File: src/rtl/intr_fix_timer.sv
// Periodic fix/interrupt strobe generator for the correlator time scale, with doinit, PPS and cur_time sequencing.
// Optional build macro INTR_PPS_ALIGN_EN: each sec_in re-phases the period counter so the interrupt grid tracks PPS.
module intr_fix_timer #(
   parameter int unsigned CNT_W       = 32,
   parameter int unsigned SYNC_STAGES = 2,
   parameter int unsigned ICNT_W      = 16
) (
   input  logic              clk,
   input  logic              reset_n,
   input  logic              enable,
   input  logic [CNT_W-1:0]  intr_period,
   input  logic              period_wr,
   input  logic              doinit_set,
   input  logic              time_req,
   input  logic              pps_in,
   input  logic              intr_clr,
   output logic              fix_pulse,
   output logic              intr_pulse,
   output logic              intr_fix_pulse,
   output logic              doinit,
   output logic              sec_in,
   output logic              cur_time,
   output logic              time_ack,
   output logic              intr_flag,
   output logic [ICNT_W-1:0] intr_count
);

   localparam logic [CNT_W-1:0] MIN_P = CNT_W'(2);
   localparam logic [CNT_W-1:0] ONE   = CNT_W'(1);

   logic [CNT_W-1:0]       cnt_q, cnt_d;
   logic [CNT_W-1:0]       shadow_q, shadow_d;
   logic [CNT_W-1:0]       term_q, term_d;
   logic                   fix_q, fix_d;
   logic                   intr_q;
   logic                   doinit_q, doinit_d;
   logic [SYNC_STAGES-1:0] sync_q;
   logic                   edge_q;
   logic                   sec_q, sec_d;
   logic                   cur_q, cur_d;
   logic                   ack_q;
   logic                   flag_q, flag_d;
   logic [ICNT_W-1:0]      icnt_q, icnt_d;

   logic wrap;
   logic reload;

   // The terminal value (P-1) is latched only at a wrap, a PPS reload or while idle,
   // so a period_wr mid-interval never shortens or stretches the running interval.
   always_comb begin
      // NOTE: every combinational output gets a default first so no path can infer a latch.
      shadow_d = period_wr ? intr_period : shadow_q;
      wrap     = enable && (cnt_q == term_q);
`ifdef INTR_PPS_ALIGN_EN
      reload   = enable && sec_q;
`else
      reload   = 1'b0;
`endif
      cnt_d    = cnt_q + ONE;
      if (!enable || reload || wrap) begin
         cnt_d = '0;
      end
      term_d = term_q;
      if (!enable || reload || wrap) begin
         term_d = ((shadow_d < MIN_P) ? MIN_P : shadow_d) - ONE;
      end
      fix_d    = wrap;
      doinit_d = doinit_set || (doinit_q && !intr_q);
      sec_d    = sync_q[SYNC_STAGES-1] && !edge_q;
      cur_d    = time_req && !cur_q && !ack_q;
      flag_d   = intr_q || (flag_q && !intr_clr);
      icnt_d   = intr_q ? icnt_q + ICNT_W'(1) : icnt_q;
   end

   always_ff @(posedge clk or negedge reset_n) begin
      if (!reset_n) begin
         cnt_q    <= '0;
         shadow_q <= '0;
         term_q   <= MIN_P - ONE;
         fix_q    <= 1'b0;
         intr_q   <= 1'b0;
         doinit_q <= 1'b0;
         sync_q   <= '0;
         edge_q   <= 1'b0;
         sec_q    <= 1'b0;
         cur_q    <= 1'b0;
         ack_q    <= 1'b0;
         flag_q   <= 1'b0;
         icnt_q   <= '0;
      end else begin
         // NOTE: non-blocking assignments so every register samples pre-edge values, which the shift chains rely on.
         cnt_q    <= cnt_d;
         shadow_q <= shadow_d;
         term_q   <= term_d;
         fix_q    <= fix_d;
         intr_q   <= fix_q;
         doinit_q <= doinit_d;
         sync_q   <= {sync_q[SYNC_STAGES-2:0], pps_in};
         edge_q   <= sync_q[SYNC_STAGES-1];
         sec_q    <= sec_d;
         cur_q    <= cur_d;
         ack_q    <= cur_q;
         flag_q   <= flag_d;
         icnt_q   <= icnt_d;
      end
   end

   assign fix_pulse      = fix_q;
   assign intr_pulse     = intr_q;
   assign intr_fix_pulse = intr_q;
   assign doinit         = doinit_q;
   assign sec_in         = sec_q;
   assign cur_time       = cur_q;
   assign time_ack       = ack_q;
   assign intr_flag      = flag_q;
   assign intr_count     = icnt_q;

endmodule
File: config.mk
export PLATFORM = sky130hd
export DESIGN_NAME = intr_fix_timer
export DESIGN_NICKNAME = d
export VERILOG_FILES = /design/src/rtl/intr_fix_timer.sv
export SDC_FILE = /design/constraint.sdc
export NUM_CORES = 1
export LEC_CHECK = 0
export BUFFER_PORTS_ARGS = -buffer_cell sky130_fd_sc_hd__buf_2
export CAP_MARGIN = 30
export CELL_PAD_IN_SITES_DETAIL_PLACEMENT = 2
export CELL_PAD_IN_SITES_GLOBAL_PLACEMENT = 2
export CORE_MARGIN = 2
export CORE_UTILIZATION = 39
export DETAILED_ROUTE_END_ITERATION = 6
export PLACE_DENSITY_LB_ADDON = 0.1
export REMOVE_ABC_BUFFERS = 1
export SLEW_MARGIN = 20
export SYNTH_ARGS = -nofsm -noshare
export SYNTH_HDL_FRONTEND = slang
export SYNTH_SLANG_ARGS = --single-unit
File: constraint.sdc
create_clock -name clk -period 4.3 [get_ports clk]
set_clock_uncertainty 0.1 [all_clocks]
set_input_delay 0.215 -clock clk [delete_from_list [all_inputs] [get_ports clk]]
set_output_delay 0.215 -clock clk [all_outputs]
set_load 0.05 [all_outputs]
==> flow_summary.html, run 1 <==
<table>
<tr><th>Metric</th><th>Value</th></tr>
<tr><th colspan="2">Outcome</th></tr>
<tr><td>Result of the run</td><td>completed</td></tr>
<tr><th colspan="2">Hold path</th></tr>
<tr><td>Kind of path behind the tightest hold check</td><td>input pin to flip-flop</td></tr>
<tr><th colspan="2">Die</th></tr>
<tr><td>Standard-cell rows</td><td>46</td></tr>
<tr><td>DIE AREA</td><td>around 17000 um^2</td></tr>
<tr><td>IO Pins</td><td>64</td></tr>
<tr><td>Initial core utilization</td><td>39.8%</td></tr>
<tr><td>X dimension of the die</td><td>~130 um</td></tr>
<tr><td>Die span in y</td><td>about 130 um</td></tr>
<tr><td>Area of the placeable core</td><td>~16000 um^2</td></tr>
<tr><th colspan="2">Finish</th></tr>
<tr><td>Fin area</td><td>between 7000 and 8000 um^2</td></tr>
<tr><td>Fraction of final layout cells sized beyond drive strength 1</td><td>around a quarter</td></tr>
<tr><td>Layout Nets</td><td>722</td></tr>
<tr><td>Count of inserted antenna diode cells</td><td>0</td></tr>
<tr><td>Layout overhead on the synthesized area</td><td>20.8%</td></tr>
<tr><td>Post-layout util</td><td>48.1%</td></tr>
<tr><th colspan="2">Yosys</th></tr>
<tr><td>Cell area after synthesis</td><td>between 6000 and 7000 um^2</td></tr>
<tr><td>Leading post-synthesis cells by instance count</td><td>dfrtp_1 (121), nor2_1 (65), xor2_1 (63)</td></tr>
<tr><td>Syn avg cell area</td><td>~11 um^2</td></tr>
<tr><td>Register bit count reported by yosys</td><td>about 120</td></tr>
<tr><td>Cells taking the most area after synthesis</td><td>dfrtp_1 (48%), xor2_1 (8.7%), mux2_2 (6.6%)</td></tr>
<tr><td>Post-synth top area share</td><td>about 48%</td></tr>
<tr><td>Cells after Synth</td><td>just under 600</td></tr>
<tr><td>Yosys warning count</td><td>0</td></tr>
<tr><td>Most area-hungry cell type in the Yosys netlist</td><td>dfrtp_1</td></tr>
<tr><td>Ys flop type</td><td>dfrtp_1</td></tr>
<tr><td>EDFF count, synth</td><td>0</td></tr>
<tr><td>Most frequently used cell type in the post-synthesis netlist</td><td>dfrtp_1</td></tr>
<tr><td>Post-synthesis cell type count</td><td>64</td></tr>
<tr><td>Fraction of the yosys area taken by sequential cells</td><td>48.3%</td></tr>
<tr><td>Share of synthesized registers carrying an async set or reset</td><td>between 90% and 100%</td></tr>
<tr><th colspan="2">Clock network</th></tr>
<tr><td>Number of buffers on the longest clock path</td><td>2</td></tr>
<tr><td>Clock Pin Slew Worst Setup and Hold Paths</td><td>0.06 ns</td></tr>
<tr><td>CTS tree</td><td>yes</td></tr>
<tr><td>H-tree depth</td><td>4</td></tr>
<tr><td>Number of clock sinks</td><td>approximately 120</td></tr>
<tr><td>Clock root buffer master</td><td>clkbuf_16</td></tr>
<tr><td>Clock insertion delay at the later pin of the skew report</td><td>about 0.42 ns</td></tr>
<tr><td>Number of buffers created by CTS</td><td>17</td></tr>
<tr><th colspan="2">Detailed routing</th></tr>
<tr><td>Vias after detailed routing</td><td>roughly 4.8k</td></tr>
<tr><td>Total wirelength of the detailed-routed design</td><td>~19 mm</td></tr>
<tr><td>Average wire per cell in the routed design</td><td>20.8 um</td></tr>
<tr><td>Average vias per placed instance</td><td>5.34</td></tr>
<tr><td>DR iter-0 viols</td><td>roughly 150</td></tr>
<tr><td>DRC errors left</td><td>0</td></tr>
<tr><td>Total iterations of the first detailed-routing run</td><td>4</td></tr>
<tr><td>Count of antenna-violating nets left after detailed routing</td><td>0</td></tr>
<tr><th colspan="2">Critical path</th></tr>
<tr><td>Delay of the slowest critical-path stage</td><td>between 0.6 and 0.7 ns</td></tr>
<tr><td>Library cell appearing most often on the critical path</td><td>nand2_1</td></tr>
<tr><td>Slowest cell on crit path</td><td>or4b_2</td></tr>
<tr><td>Maximum fanout count along the critical path</td><td>5</td></tr>
<tr><td>Req. time, crit path</td><td>~4.5 ns</td></tr>
<tr><td>Element type at the critical path end</td><td>flip-flop</td></tr>
<tr><td>Worst setup path class</td><td>input pin to flip-flop</td></tr>
<tr><td>CP Launch Type</td><td>input pin</td></tr>
<tr><td>Cell-by-cell trace of the critical path</td><td>dlygate4sd3_1, buf_2, or4b_2, o41a_1, nor3b_2, nand2_1, nand2_1, ha_2, or3b_2, nor4_4, buf_4, o211ai_1, nor3_2, xor2_1, mux2_2</td></tr>
<tr><td>Number of buffer and inverter stages on the critical path</td><td>3</td></tr>
<tr><td>CP top delay family</td><td>simple AND/OR/NAND/NOR gates</td></tr>
<tr><td>Arrival time reported for the critical path endpoint</td><td>between 4 and 5 ns</td></tr>
<tr><th colspan="2">Global routing</th></tr>
<tr><td>Vias in the first global route</td><td>~5.6k</td></tr>
<tr><td>Antenna violations before repair</td><td>0</td></tr>
<tr><td>Total global routing overflow</td><td>0</td></tr>
<tr><td>First-pass GRT wire length</td><td>31.5 mm</td></tr>
<tr><td>Largest net degree at the start of global routing</td><td>70</td></tr>
<tr><td>Global-route usage over all layers</td><td>23.4%</td></tr>
<tr><th colspan="2">Timing</th></tr>
<tr><td>Worst hold slack</td><td>about 0.0094 ns</td></tr>
<tr><td>Count of endpoints failing setup in the final report</td><td>0</td></tr>
<tr><td>Max Clk Rate</td><td>approximately 240 MHz</td></tr>
<tr><td>Transition time of the tightest slew-check pin</td><td>0.944 ns</td></tr>
<tr><td>Setup repair after global routing missed its margin</td><td>false</td></tr>
<tr><td>Final Max Tran Viols</td><td>0</td></tr>
<tr><td>Final critical path time including I/O delays and setup</td><td>between 4 and 5 ns</td></tr>
<tr><td>Setup TNS after final layout</td><td>0 ns</td></tr>
<tr><td>Setup ws final</td><td>around 0.19 ns</td></tr>
<tr><td>Hold Vio Cnt, Final</td><td>0</td></tr>
<tr><td>Headroom to the max-slew limit</td><td>between 30% and 40%</td></tr>
<tr><td>Fraction of the cycle the final worst path needs</td><td>roughly 96%</td></tr>
<tr><th colspan="2">Placed design</th></tr>
<tr><td>Worst setup timing slack at the placement stage</td><td>-0.0573 ns</td></tr>
<tr><td>Post-DP HPWL</td><td>about 13 mm</td></tr>
<tr><td>Number of buffers added on ports</td><td>63</td></tr>
<tr><td>Cell area after placement</td><td>~7000 um^2</td></tr>
<tr><td>Weighted congestion at the end of routability-driven global placement</td><td>0.831</td></tr>
<tr><th colspan="2">Power and ir drop</th></tr>
<tr><td>Static leakage</td><td>0.00330 uW</td></tr>
<tr><td>Power density normalized to cell area</td><td>approximately 400 nW/um^2</td></tr>
<tr><td>Maximum ir drop on the vdd rail</td><td>0.000291 V</td></tr>
<tr><th colspan="2">Job</th></tr>
<tr><td>Max Cap Viol</td><td>0</td></tr>
</table>
[per-stage QoR]
step	power [uW]	cells
after floorplan	1490	570
after global placement	1640	865
after detailed placement	1660	865
after CTS	3040	905
after global routing	3130	907
final	3020	907
[worst min-delay path, cell delays in order]
cell and delay [ns]:
buf_2 0.13, inv_1 0.07, nor4_1 0.06
[logic make-up after synthesis]
kind of cell / count (synthesis) / share of synthesized area (%)
buffers and inverters: 45 / 3.31
and+or+nand+nor: 210 / 18.8
adders and majority gates: 3 / 0.594
muxes: 45 / 7.86
AOI/OAI and AO/OA: 71 / 7.42
DFF: 122 / 48.3
xor gates and xnor gates: 99 / 13.7
[sequential cells by signal, summed over array words and instances, names as in the netlist, 2 cells and up]
name and cells:
intr_count 16, cnt_q 32, sync_q 2, shadow_q 32, term_q 32
[power breakdown]
part           switching [uW]  internal [uW]  total, uW  leakage, uW
Clock                     517            849       1370     0.000276
Sequential               69.6           1230       1300      0.00153
Combinational             208            145        354      0.00150
Total                     795           2220       3020      0.00330
[placed cells by master (no fill, tap or decap), types with 17 or more instances in the layout]
cell type and n:
buf_4 17, mux2_2 37, a21oi_1 28, inv_1 20, nor4_1 18, buf_2 62, xnor2_1 36, nand2_1 26
nand3_1 17, xor2_1 63, nor2_1 65, clkbuf_16 17, dfrtp_1 121
[worst paths after layout]
| check | slack [ns] | cells past startpoint | from | endpoint |
|---|---|---|---|---|
| max | 0.19 | 15 | intr_period[19] | term_q[22]$_DFFE_PN0N_ |
| min in group asynchronous | 0.19 | 2 | reset_n | edge_q$_DFF_PN0_ |
| max in group asynchronous | 3.13 | 3 | reset_n | shadow_q[31]$_DFF_PN0_ |
| min reg2reg | 0.26 | 0 | sync_q[0]$_DFF_PN0_ | sync_q[1]$_DFF_PN0_ |
| min | 0.009 | 3 | enable | fix_pulse$_DFF_PN0_ |
| max reg2reg | 0.27 | 13 | shadow_q[16]$_DFF_PN0_ | term_q[22]$_DFFE_PN0N_ |
[cell type report]
type | instances | area [um^2]
Clock buffer | 24 | 492
Clock inverter | 7 | 66.3
Fill cell | 1667 | 8250
Inverter | 20 | 75.1
Multi-Input combinational cell | 428 | 3110
Sequential cell | 122 | 3050
Tap cell | 216 | 270
Timing Repair Buffer | 90 | 568
[routing by layer]
| layer | vias up | wire (um) | track usage, % | share of wire [%] |
|---|---|---|---|---|
| met1 | 2509 | 8300 | 29.2 | 44 |
| met2 | 60 | 9930 | 41.8 | 53 |
| met4 | 0 | 310 | 7.25 | 1.6 |
| met3 | 25 | 344 | 3.51 | 1.8 |
| met5 | - | 0 | 0 | 0 |
| li1 | 2251 | - | - | - |
[what timing repair did]
action | in CTS | in global routing
hold endpoints to repair | 75 | 0
gates resized for setup | 0 | 6
setup buffers | 0 | 1
hold buffers | 9 | 0
setup endpoints to repair | 0 | 8
(Power assumes the default switching activity.)
==> inputs of run 2 (changes only) <==
Settings changed: PLACE_DENSITY_LB_ADDON 0.1 to 0.12.
==> run 2 against run 1 <==
  * Via count grew 0.41%
  * Wire length hardly changed
  * Critical path depth shrank 1
  * Count of clock-buffer cells in the layout is 1 higher
  * Sequential share of layout area shrank 0.54 points
  * Fmax rose by 2.1%
  * Register-to-register slack is essentially flat
  * Largest cell class unchanged
  * Highest routed layer unchanged
==> flow_summary.html, run 2 (synthesis gave the netlist of run 1 again) <==
<table>
<tr><th>Metric</th><th>Value</th></tr>
<tr><th colspan="2">Timing</th></tr>
<tr><td>Final critical path time including I/O delays and setup</td><td>4.02 ns (-0.0844 ns)</td></tr>
<tr><td>Fraction of the cycle the final worst path needs</td><td>93.5% (-2.0 points)</td></tr>
<tr><td>Hold Vio Cnt, Final</td><td>0 (unchanged)</td></tr>
<tr><td>Headroom to the max-slew limit</td><td>51.6% (+15 points)</td></tr>
<tr><td>Final Max Tran Viols</td><td>0 (unchanged)</td></tr>
<tr><td>Max Clk Rate</td><td>249 MHz (+2.1%)</td></tr>
<tr><td>Transition time of the tightest slew-check pin</td><td>0.719 ns (-0.225 ns)</td></tr>
<tr><td>Count of endpoints failing setup in the final report</td><td>0 (unchanged)</td></tr>
<tr><td>Setup TNS after final layout</td><td>0 ns (unchanged)</td></tr>
<tr><td>Setup ws final</td><td>0.278 ns (+0.0844 ns)</td></tr>
<tr><th colspan="2">Hold path</th></tr>
<tr><td>Kind of path behind the tightest hold check</td><td>input pin to flip-flop</td></tr>
<tr><th colspan="2">Power and ir drop</th></tr>
<tr><td>Power density normalized to cell area</td><td>400 nW/um^2 (+1.3%)</td></tr>
<tr><td>Static leakage</td><td>0.00335 uW (+1.4%)</td></tr>
<tr><td>Switching portion of total power</td><td>25.7% (-0.67 points)</td></tr>
<tr><td>Clock network fraction of design power</td><td>46.6% (+1.3 points)</td></tr>
<tr><td>Proportion of power drawn by flip-flops and latches</td><td>41.8% (-1.2 points)</td></tr>
<tr><td>Cell internal power dissipation</td><td>2300 uW (+3.6%)</td></tr>
<tr><td>Sw Pwr</td><td>795 uW (about the same)</td></tr>
<tr><td>Gate power share</td><td>11.6% (about the same)</td></tr>
<tr><td>Maximum ir drop on the vdd rail</td><td>0.000311 V (+7.0%)</td></tr>
<tr><th colspan="2">Placed design</th></tr>
<tr><td>Weighted congestion at the end of routability-driven global placement</td><td>0.927 (+12%)</td></tr>
<tr><td>Number of buffers added on ports</td><td>63 (unchanged)</td></tr>
<tr><td>Worst setup timing slack at the placement stage</td><td>-0.0976 ns (-0.0403 ns)</td></tr>
<tr><td>Post-DP HPWL</td><td>13.1 mm (-2.5%)</td></tr>
<tr><th colspan="2">Finish</th></tr>
<tr><td>Layout Nets</td><td>730 (+1.1%)</td></tr>
<tr><td>Number of filler cells placed in the layout</td><td>1646 (-1.3%)</td></tr>
<tr><td>Area used by multi-input combinational logic</td><td>3100 um^2 (-0.36%)</td></tr>
<tr><td>Fraction of final layout cells sized beyond drive strength 1</td><td>24.6% (-0.031 points)</td></tr>
<tr><td>Post-layout util</td><td>48.7% (+0.65 points)</td></tr>
<tr><td>Commonest non-fill, non-tap cell in the layout</td><td>dfrtp_1</td></tr>
<tr><td>Count of inserted antenna diode cells</td><td>0 (unchanged)</td></tr>
<tr><td>Registers with the most flip-flops</td><td>cnt_q x32, shadow_q x32, term_q x32</td></tr>
<tr><td>Most frequent cells in the layout</td><td>dfrtp_1 (121), nor2_1 (65), xor2_1 (63)</td></tr>
<tr><td>Area taken by flip-flops and latches</td><td>3050 um^2 (unchanged)</td></tr>
<tr><td>Layout overhead on the synthesized area</td><td>22.5%</td></tr>
<tr><th colspan="2">Clock network</th></tr>
<tr><td>Clock root buffer master</td><td>clkbuf_16</td></tr>
<tr><td>Clock Pin Slew Worst Setup and Hold Paths</td><td>0.06 ns (about the same)</td></tr>
<tr><td>CTS tree</td><td>yes</td></tr>
<tr><td>Number of buffers on the longest clock path</td><td>2 (unchanged)</td></tr>
<tr><td>H-tree depth</td><td>4 (unchanged)</td></tr>
<tr><td>Number of buffers created by CTS</td><td>17 (unchanged)</td></tr>
<tr><td>Number of clock sinks</td><td>122 (unchanged)</td></tr>
<tr><td>Clock insertion delay at the later pin of the skew report</td><td>0.43 ns (about the same)</td></tr>
<tr><th colspan="2">Die</th></tr>
<tr><td>IO Pins</td><td>64 (unchanged)</td></tr>
<tr><td>Standard-cell rows</td><td>46 (unchanged)</td></tr>
<tr><td>DIE AREA</td><td>17200 um^2 (unchanged)</td></tr>
<tr><td>Die span in y</td><td>131 um (unchanged)</td></tr>
<tr><td>X dimension of the die</td><td>131 um (unchanged)</td></tr>
<tr><td>Initial core utilization</td><td>39.8% (unchanged)</td></tr>
<tr><td>Area of the placeable core</td><td>15900 um^2 (unchanged)</td></tr>
<tr><th colspan="2">Critical path</th></tr>
<tr><td>R2R Path Start</td><td>shadow_q[5]$_DFF_PN0_</td></tr>
<tr><td>Timing endpoint of the critical path</td><td>term_q[18]$_DFFE_PN0N_</td></tr>
<tr><td>Terminus of the critical flop-to-flop path</td><td>term_q[18]$_DFFE_PN0N_</td></tr>
<tr><td>Cell-by-cell trace of the critical path</td><td>nor4_1, buf_4, o22ai_1, nor4b_4, nand2_1, nand2_1, ha_1, or3b_2, nor4_4, o211ai_1, buf_4, nor2_1, xnor2_1, a21oi_1</td></tr>
<tr><td>Setup slack of the worst register-to-register path</td><td>0.28 ns (about the same)</td></tr>
<tr><td>Launching element of the worst setup path</td><td>shadow_q[5]$_DFF_PN0_</td></tr>
<tr><td>Delay of the slowest critical-path stage</td><td>0.49 ns (-0.19 ns)</td></tr>
<tr><td>Slowest cell on crit path</td><td>or3b_2</td></tr>
<tr><td>CP Launch Type</td><td>flip-flop</td></tr>
<tr><td>Maximum fanout count along the critical path</td><td>5 (unchanged)</td></tr>
<tr><td>Req. time, crit path</td><td>4.49 ns (about the same)</td></tr>
<tr><td>Depth of the worst register-to-register path</td><td>14 (+1)</td></tr>
<tr><td>Worst setup path class</td><td>flip-flop to flip-flop</td></tr>
<tr><td>Element type at the critical path end</td><td>flip-flop</td></tr>
<tr><td>Arrival time reported for the critical path endpoint</td><td>4.21 ns (-0.10 ns)</td></tr>
<tr><th colspan="2">Global routing</th></tr>
<tr><td>Largest net degree at the start of global routing</td><td>86 (+23%)</td></tr>
<tr><td>Global-route usage over all layers</td><td>22.9% (-0.54 points)</td></tr>
<tr><td>First-pass GRT wire length</td><td>30.7 mm (-2.4%)</td></tr>
<tr><td>Antenna violations before repair</td><td>0 (unchanged)</td></tr>
<tr><td>Total global routing overflow</td><td>0 (unchanged)</td></tr>
<tr><td>Vias in the first global route</td><td>5588 (-1.1%)</td></tr>
<tr><th colspan="2">Detailed routing</th></tr>
<tr><td>Total wirelength of the detailed-routed design</td><td>18.9 mm (about the same)</td></tr>
<tr><td>DR iter-0 viols</td><td>202 (+34%)</td></tr>
<tr><td>Count of antenna-violating nets left after detailed routing</td><td>0 (unchanged)</td></tr>
<tr><td>Total iterations of the first detailed-routing run</td><td>4 (unchanged)</td></tr>
<tr><td>Average vias per placed instance</td><td>5.31 (-0.57%)</td></tr>
<tr><td>Vias after detailed routing</td><td>4865 (+0.41%)</td></tr>
<tr><td>Average wire per cell in the routed design</td><td>20.6 um (-0.96%)</td></tr>
<tr><td>DRC errors left</td><td>0 (unchanged)</td></tr>
<tr><th colspan="2">Outcome</th></tr>
<tr><td>Result of the run</td><td>completed</td></tr>
<tr><th colspan="2">Job</th></tr>
<tr><td>Max Cap Viol</td><td>0 (unchanged)</td></tr>
</table>
-- run 2: power by group through the flow --
stage | clock [uW] | combinational, uW | sequential (uW)
floorplan | 0 | 191 | 1300
global placement | 0 | 327 | 1310
detailed placement | 0 | 339 | 1320
CTS | 1470 | 354 | 1300
global route | 1530 | 395 | 1310
finish | 1440 | 358 | 1300
-- run 2: critical path, delay by kind of cell (launching register included) --
kind	cells	cell delay, ns
AOI/OAI and AO/OA	3	0.51
and+or+nand+nor	7	2.08
adders and majority gates	1	0.22
buffers and inverters	2	0.40
xor gates and xnor gates	1	0.17
DFF	1	0.41
-- run 2: routing by layer --
metal  global-route usage [%]  share of wire (%)  vias to the layer above  wire (um)
met5                        0                  0                        -          0
met4                     8.51                1.8                        0        346
met3                     4.24                2.5                       23        468
met2                     39.2                 52                       64       9760
met1                     28.9                 44                     2510       8310
li1                         -                  -                     2268          -
-- run 2: area by class of cell --
class,instances,area share (%)
clock buffers,25,6.53
clock inverters,7,1.13
inverters,20,0.970
multi-input cells,428,40.1
flip-flops and latches,122,39.4
well taps,216,3.49
repair buffers,98,8.37
-- run 2: timing repair --
action | CTS | global route
endpoints found under the setup margin | 0 | 8
endpoints found under the hold margin | 80 | 0
hold buffers | 15 | 0
buffers inserted | 0 | 2
resized for setup | 0 | 4
-- run 2: worst min path at each step --
| stage | slack (ns) | from | to | depth (start not counted) |
|---|---|---|---|---|
| after floorplan | -0.18 | reset_n | cnt_q[0]$_DFF_PN0_ | 0 |
| after global placement | 0.23 | pps_in | sync_q[0]$_DFF_PN0_ | 1 |
| after detailed placement | 0.23 | pps_in | sync_q[0]$_DFF_PN0_ | 1 |
| after CTS | 0.006 | intr_period[29] | shadow_q[29]$_DFF_PN0_ | 3 |
| after global routing | 0.01 | intr_period[6] | shadow_q[6]$_DFF_PN0_ | 2 |
| final | 0.02 | intr_period[1] | shadow_q[1]$_DFF_PN0_ | 2 |
-- run 2: stage by stage --
stage                     power (uW)  instance area (um^2)  hold WS (ns)  instances
final                           3100                  7740        0.0240        916
after global routing            3230                  7740        0.0138        916
after CTS                       3120                  7660       0.00645        912
after detailed placement        1650                  6920         0.233        865
after global placement          1640                  6920         0.226        865
after floorplan                 1490                  6190        -0.181        570
